### src/rtl/simple_dma.sv
`timescale 1ns/1ps
// simple_dma: single-channel word-granular memory-to-memory copy engine.
//
// A start pulse in IDLE latches src_addr, dst_addr and xfer_size. The
// engine then copies xfer_size 32-bit words, one at a time: read one word
// from the source pointer, then write it to the destination pointer. All
// accesses go through one shared req/ack memory port.
//
// Handshake: mem_req is raised only when both mem_req and mem_ack are low,
// so a stale ack from the previous access is never mistaken for a new one.
// While mem_req is high, mem_addr and mem_we are held stable. An access
// completes at the rising edge where mem_req and mem_ack are both high; at
// that edge mem_req drops. The memory may hold off mem_ack indefinitely.
//
// Ports:
//   clk        system clock, rising edge
//   reset_n    asynchronous active-low reset
//   start      begin transfer (sampled only in IDLE)
//   src_addr   source byte address, latched at start
//   dst_addr   destination byte address, latched at start
//   xfer_size  number of 32-bit words to copy, latched at start
//   busy       high while a transfer is in progress
//   done       one-cycle completion pulse
//   mem_addr   address of the current access (holds last value when idle)
//   mem_wdata  write data (last word read)
//   mem_we     1 = write, 0 = read; valid while mem_req is high
//   mem_rdata  read data, valid when mem_ack is high
//   mem_req    access request
//   mem_ack    access acknowledge
//   dbg_state  current FSM state (0 IDLE, 1 READ, 2 WRITE, 3 DONE)
module simple_dma #(
  parameter logic [31:0] ADDR_STEP = 32'd4
) (
  input  logic        clk,
  input  logic        reset_n,
  input  logic        start,
  input  logic [31:0] src_addr,
  input  logic [31:0] dst_addr,
  input  logic [31:0] xfer_size,
  output logic        busy,
  output logic        done,
  output logic [31:0] mem_addr,
  output logic [31:0] mem_wdata,
  output logic        mem_we,
  input  logic [31:0] mem_rdata,
  output logic        mem_req,
  input  logic        mem_ack,
  output logic [1:0]  dbg_state
);

  typedef enum logic [1:0] {
    S_IDLE  = 2'd0,
    S_READ  = 2'd1,
    S_WRITE = 2'd2,
    S_DONE  = 2'd3
  } state_t;

  state_t      state_q, state_d;
  logic [31:0] src_ptr_q, src_ptr_d;
  logic [31:0] dst_ptr_q, dst_ptr_d;
  logic [31:0] remaining_q, remaining_d;
  logic [31:0] data_q, data_d;
  logic [31:0] addr_q, addr_d;
  logic        busy_q, busy_d;
  logic        done_q, done_d;
  logic        req_q, req_d;
  logic        we_q, we_d;

  // Request may be issued only when the port is fully idle (no stale ack).
  logic can_issue;
  logic complete;

  assign can_issue = !req_q && !mem_ack;
  assign complete  = req_q && mem_ack;

  always_ff @(posedge clk or negedge reset_n) begin
    if (!reset_n) begin
      state_q     <= S_IDLE;
      src_ptr_q   <= 32'h0;
      dst_ptr_q   <= 32'h0;
      remaining_q <= 32'h0;
      data_q      <= 32'h0;
      addr_q      <= 32'h0;
      busy_q      <= 1'b0;
      done_q      <= 1'b0;
      req_q       <= 1'b0;
      we_q        <= 1'b0;
    end else begin
      state_q     <= state_d;
      src_ptr_q   <= src_ptr_d;
      dst_ptr_q   <= dst_ptr_d;
      remaining_q <= remaining_d;
      data_q      <= data_d;
      addr_q      <= addr_d;
      busy_q      <= busy_d;
      done_q      <= done_d;
      req_q       <= req_d;
      we_q        <= we_d;
    end
  end

  always_comb begin
    state_d     = state_q;
    src_ptr_d   = src_ptr_q;
    dst_ptr_d   = dst_ptr_q;
    remaining_d = remaining_q;
    data_d      = data_q;
    addr_d      = addr_q;
    busy_d      = busy_q;
    done_d      = 1'b0;
    req_d       = req_q;
    we_d        = we_q;

    case (state_q)
      S_IDLE: begin
        if (start) begin
          src_ptr_d   = src_addr;
          dst_ptr_d   = dst_addr;
          remaining_d = xfer_size;
          if (xfer_size == 32'h0) begin
            // Empty transfer: straight to the completion pulse, no access.
            state_d = S_DONE;
            done_d  = 1'b1;
            busy_d  = 1'b0;
          end else begin
            state_d = S_READ;
            busy_d  = 1'b1;
          end
        end
      end

      S_READ: begin
        if (can_issue) begin
          req_d  = 1'b1;
          addr_d = src_ptr_q;
          we_d   = 1'b0;
        end else if (complete) begin
          req_d     = 1'b0;
          data_d    = mem_rdata;
          src_ptr_d = src_ptr_q + ADDR_STEP;
          state_d   = S_WRITE;
        end
      end

      S_WRITE: begin
        if (can_issue) begin
          req_d  = 1'b1;
          addr_d = dst_ptr_q;
          we_d   = 1'b1;
        end else if (complete) begin
          req_d       = 1'b0;
          we_d        = 1'b0;
          dst_ptr_d   = dst_ptr_q + ADDR_STEP;
          remaining_d = remaining_q - 32'd1;
          // remaining_q == 1 means this write was the last word.
          if (remaining_q == 32'd1) begin
            state_d = S_DONE;
            done_d  = 1'b1;
            busy_d  = 1'b0;
          end else begin
            state_d = S_READ;
          end
        end
      end

      S_DONE: begin
        state_d = S_IDLE;
      end

      default: begin
        state_d = S_IDLE;
      end
    endcase
  end

  assign busy      = busy_q;
  assign done      = done_q;
  assign mem_addr  = addr_q;
  assign mem_wdata = data_q;
  assign mem_we    = we_q;
  assign mem_req   = req_q;
  assign dbg_state = state_q;

endmodule

### config.mk
export PLATFORM = sky130hd
export DESIGN_NAME = simple_dma
export DESIGN_NICKNAME = d
export VERILOG_FILES = /design/src/rtl/simple_dma.sv
export SDC_FILE = /design/constraint.sdc
export NUM_CORES = 1
export LEC_CHECK = 0
export BUFFER_PORTS_ARGS = -buffer_cell sky130_fd_sc_hd__clkbuf_2
export CORE_UTILIZATION = 30
export CTS_CLUSTER_DIAMETER = 50
export DETAILED_ROUTE_END_ITERATION = 8
export SLEW_MARGIN = 30
export SYNTH_ARGS = -nofsm -noshare
export SYNTH_HDL_FRONTEND = slang
export SYNTH_SLANG_ARGS = --single-unit
### constraint.sdc
create_clock -name clk -period 3.6 [get_ports clk]
set_input_delay 0.54 -clock clk [delete_from_list [all_inputs] [get_ports clk]]
set_output_delay 0.54 -clock clk [all_outputs]
set_load 0.005 [all_outputs]
==> out/summary.txt <==
====================================================================================
Count of cell types in the netlist                                                58
Switching component of the power                                             4220 uW
Fraction of power consumed by combinational cells                              43.2%
Setup CP Type                                                           flop to flop
Area share of the largest cell type after synthesis                            46.2%
Port Buf Inserts                                                                 201
Standard cell with the maximum stage delay on the critical path         sky130_fd_sc_hd__a21o_1
CTS clock-pin slew for the worst setup and hold paths                          80 ps
Clock network latency to the later pin of the worst-skew pair                 430 ps
Seq cells post-synth                                                             166
Antenna-violating nets left                                                        0
Register area                                                               4150 um2
Final Skew                                                                   15.2 ps
Worst setup slack after placement                                             766 ps
Most common flop cell mapped by yosys                                   sky130_fd_sc_hd__dfrtp_1
Count of H-tree levels built during CTS                                            4
Fill cells                                                                      3004
Power density over the cells                                              893 nW/um2
Critical path, cell by cell                                             inv_1 -> ha_1 -> mux2i_1 -> a21o_1 -> buf_12 -> nor3_1 -> a32oi_1 -> nand2_1
Count of synthesis-stage warnings from yosys                                       0
Total iterations of the first detailed-routing run                                 5
Crit Reg-Reg Startpoint                                                 dbg_state[0]
Buffers inserted by post-CTS timing repair                                         0
RSZ-0062 raised after global routing                                           false
Class of the worst hold path                                            primary input to async pin
Critical path endpoint                                                  dst_ptr_q[30]
Proportion of power drawn by flip-flops and latches                            38.0%
Clk sink count                                                                   166
Total design power                                                           9890 uW
Reported max-cap violation count                                                   0
Global-route wire length before repair                                      42600 um
Worst stage delay on the critical path                                        640 ps
Average wire per standard cell                                               17.4 um
Top fanout value on the critical path                                             35
Number of buffers between clock root and the deepest sink                          2
Final layout net count                                                          1297
Hold-fix buffers at CTS                                                            0
# IOs                                                                            202
Routability cong.                                                              0.837
Vias in the first global route                                                  7662
Number of instances in the synthesized netlist                                   985
Max-slew violation count                                                           0
Remaining DRCs                                                                     0
Mean instance size in the synthesized netlist                               9.14 um2
Share of flip-flops with an asynchronous set or reset after synthesis           100%
Critical path buffer and inverter count                                            2
Net switching share of the total power                                         42.6%
Violation count after the first detailed-route iteration                         619
Total routing resource utilization after global routing                        17.8%
Crit end category                                                               flop
Achievable frequency                                                         359 MHz
Post-synthesis sequential area ratio                                           46.2%
Number of vias in the routed layout                                             8217
Max rail drop VDD                                                         0.000399 V
Detailed-route wire length                                                  27200 um
Chip Width                                                                    175 um
Die area                                                                   30700 um2
Worst flop-to-flop path endpoint                                        dst_ptr_q[30]
Buffer cell driving the clock tree root                                 sky130_fd_sc_hd__clkbuf_16
Clock share of power                                                           18.7%
Synth-to-Final Area Change                                                     23.0%
Worst setup margin                                                            818 ps
Relative max-transition margin                                                 39.2%
Startpoint of the most critical setup path                              dbg_state[0]
Logic depth of the worst register-to-register path                                 8
Total area of multi-input combinational cells                               4550 um2
Die height                                                                    175 um
Core Region                                                                29600 um2
Std cell rows                                                                     63
Internal power of the cells                                                  5670 uW
TritonCTS clock tree                                                            done
Most used standard cell by instance count after synthesis               sky130_fd_sc_hd__dfrtp_1
Cell type with the highest aggregate area in the netlist                sky130_fd_sc_hd__dfrtp_1
Area of the mapped netlist                                                  9000 um2
Arrival time at the worst endpoint                                           3080 ps
Outcome                                                                    completed
Effective utilization at floorplan                                             30.4%
Cell class contributing the biggest share of worst-path delay           compound AO/OA/AOI/OAI gates
Number of CTS-inserted buffers                                                    17
HPWL after detailed placement                                               19800 um
Area contributors post-synth                                            sky130_fd_sc_hd__dfrtp_1 (46%), sky130_fd_sc_hd__a21oi_1 (5.0%), sky130_fd_sc_hd__mux2i_1 (4.8%), sky130_fd_sc_hd__nand2_1 (4.7%), sky130_fd_sc_hd__o21ai_0 (4.5%)
Commonest cells post-synth                                              sky130_fd_sc_hd__dfrtp_1 (166), sky130_fd_sc_hd__nand2_1 (112), sky130_fd_sc_hd__a21oi_1 (90), sky130_fd_sc_hd__o21ai_0 (81), sky130_fd_sc_hd__nand3_1 (56)
Ratio of cells with drive above 1 in the final layout                          25.4%
Count of endpoints failing hold in the final timing report                         0
Total nets after synthesis                                                      1127
# setup viols final                                                                0
Share of the clock period used by the worst path after layout                  77.3%
Antenna violations before repair                                                   1
Setup Total Neg Slack                                                           0 ps
Slew at the pin closest to its max-slew limit                                 903 ps
Time the final worst path needs with I/O delays and setup                    2780 ps
Leakage power figure                                                      0.00473 uW
Kind of start point of the critical path                                        flop
Count of cell instances traversed by the critical path                             8
Post-synth EDFFs                                                                   0
Grt total ovfl                                                                     0
Vias per std cell                                                               5.27
Reg-to-reg setup timing slack                                                 820 ps
Maximum number of pins on one net before global-route repair                      76
CP Data Required Time                                                        3900 ps
Post-CTS resize count                                                              0
====================================================================================
worst min path at each step:
stage	start	endpoint	slack (ps)	cells past startpoint
final	reset_n	src_ptr_q[17]	110	1
after global routing	reset_n	src_ptr_q[16]	160	1
after CTS	reset_n	src_ptr_q[17]	150	1
after detailed placement	src_ptr_q[0]	src_ptr_q[0]	470	2
after global placement	mem_addr[31]	mem_addr[31]	460	2
after floorplan	reset_n	busy	240	0
stage by stage:
stage	instance area (um2)	instances	utilization, %	hold slack (ps)
global placement	10500	1526	35.4	463
finish	11100	1559	37.4	109
floorplan	9000	985	-	244
global route	11100	1559	37.4	162
detailed placement	10500	1526	35.4	473
CTS	11100	1558	37.4	149
layout make-up:
class | instances | area share (%)
repair buffers | 218 | 10.6
inverters | 27 | 0.916
clock inverters | 13 | 1.29
flip-flops and latches | 166 | 37.5
well taps | 390 | 4.41
clock buffers | 19 | 4.09
multi-input cells | 725 | 41.1
diodes | 1 | 0.0226
power by group through the flow:
| stage | combinational [uW] | clock, uW | sequential (uW) |
|---|---|---|---|
| detailed placement | 4290 | 0 | 3780 |
| global route | 4800 | 2000 | 3900 |
| floorplan | 3000 | 0 | 3500 |
| finish | 4280 | 1850 | 3760 |
| CTS | 4300 | 1920 | 3750 |
| global placement | 4200 | 0 | 3750 |
logic make-up (layout without fill, tap and decap cells):
kind of cell    Yosys count  in the layout  share of synthesized area (%)
xor+xnor                  1              1                         0.0973
simple gates            329            329                           18.5
flops                   166            166                           46.2
other cells               0              1                              0
compound gates          310            310                           21.1
fa+ha+maj                10             10                           1.39
mux                      75             75                           8.79
buf+inv                  94            277                           3.92
metal layers:
metal  GRT usage (%)  vias to the layer above  routed length [um]
li1                -                     4035                   -
met1            24.4                     3913               12700
met2            28.3                      238               12600
met3            3.13                       31                1240
met4            5.87                        0                 613
met5               0                        -                   0
state kept, by name, summed over array words and instances (netlist names):
name,cells
remaining_q,32
done,1
dst_ptr_q,32
src_ptr_q,32
busy,1
mem_req,1
mem_addr,32
dbg_state,2
mem_we,1
mem_wdata,32
placed cells by master, fill, tap and decap left out, types with 3 or more instances in the layout:
master,Yosys,layout
sky130_fd_sc_hd__or4_1,3,3
sky130_fd_sc_hd__o211ai_1,7,7
sky130_fd_sc_hd__a32oi_1,4,4
sky130_fd_sc_hd__nor3b_1,3,3
sky130_fd_sc_hd__nand3_1,56,56
sky130_fd_sc_hd__buf_12,0,3
sky130_fd_sc_hd__a2bb2oi_1,23,23
sky130_fd_sc_hd__inv_1,27,27
sky130_fd_sc_hd__nor3_1,22,22
sky130_fd_sc_hd__dfrtp_1,166,166
sky130_fd_sc_hd__buf_4,0,14
sky130_fd_sc_hd__nor4_1,21,20
sky130_fd_sc_hd__and3_1,14,14
sky130_fd_sc_hd__nand2_1,112,112
sky130_fd_sc_hd__and2_1,7,7
sky130_fd_sc_hd__mux2i_1,43,43
sky130_fd_sc_hd__a311oi_1,4,4
sky130_fd_sc_hd__a22oi_1,4,4
sky130_fd_sc_hd__o22ai_1,47,47
sky130_fd_sc_hd__a21oi_1,90,89
sky130_fd_sc_hd__nand2b_1,5,5
sky130_fd_sc_hd__nand4_1,16,16
sky130_fd_sc_hd__mux2_2,32,32
sky130_fd_sc_hd__clkbuf_2,0,200
sky130_fd_sc_hd__a31oi_1,5,5
sky130_fd_sc_hd__a21boi_0,6,6
sky130_fd_sc_hd__clkinv_4,0,4
sky130_fd_sc_hd__o41ai_1,3,3
sky130_fd_sc_hd__o21ai_0,81,81
sky130_fd_sc_hd__nor2_1,34,34
sky130_fd_sc_hd__clkbuf_16,0,17
sky130_fd_sc_hd__or4_4,3,3
sky130_fd_sc_hd__and4_1,7,7
sky130_fd_sc_hd__a221o_1,5,5
sky130_fd_sc_hd__o31ai_1,12,12
sky130_fd_sc_hd__inv_6,0,3
sky130_fd_sc_hd__ha_1,10,8
sky130_fd_sc_hd__or3_1,13,13
Power figures use the tool's default switching activity.
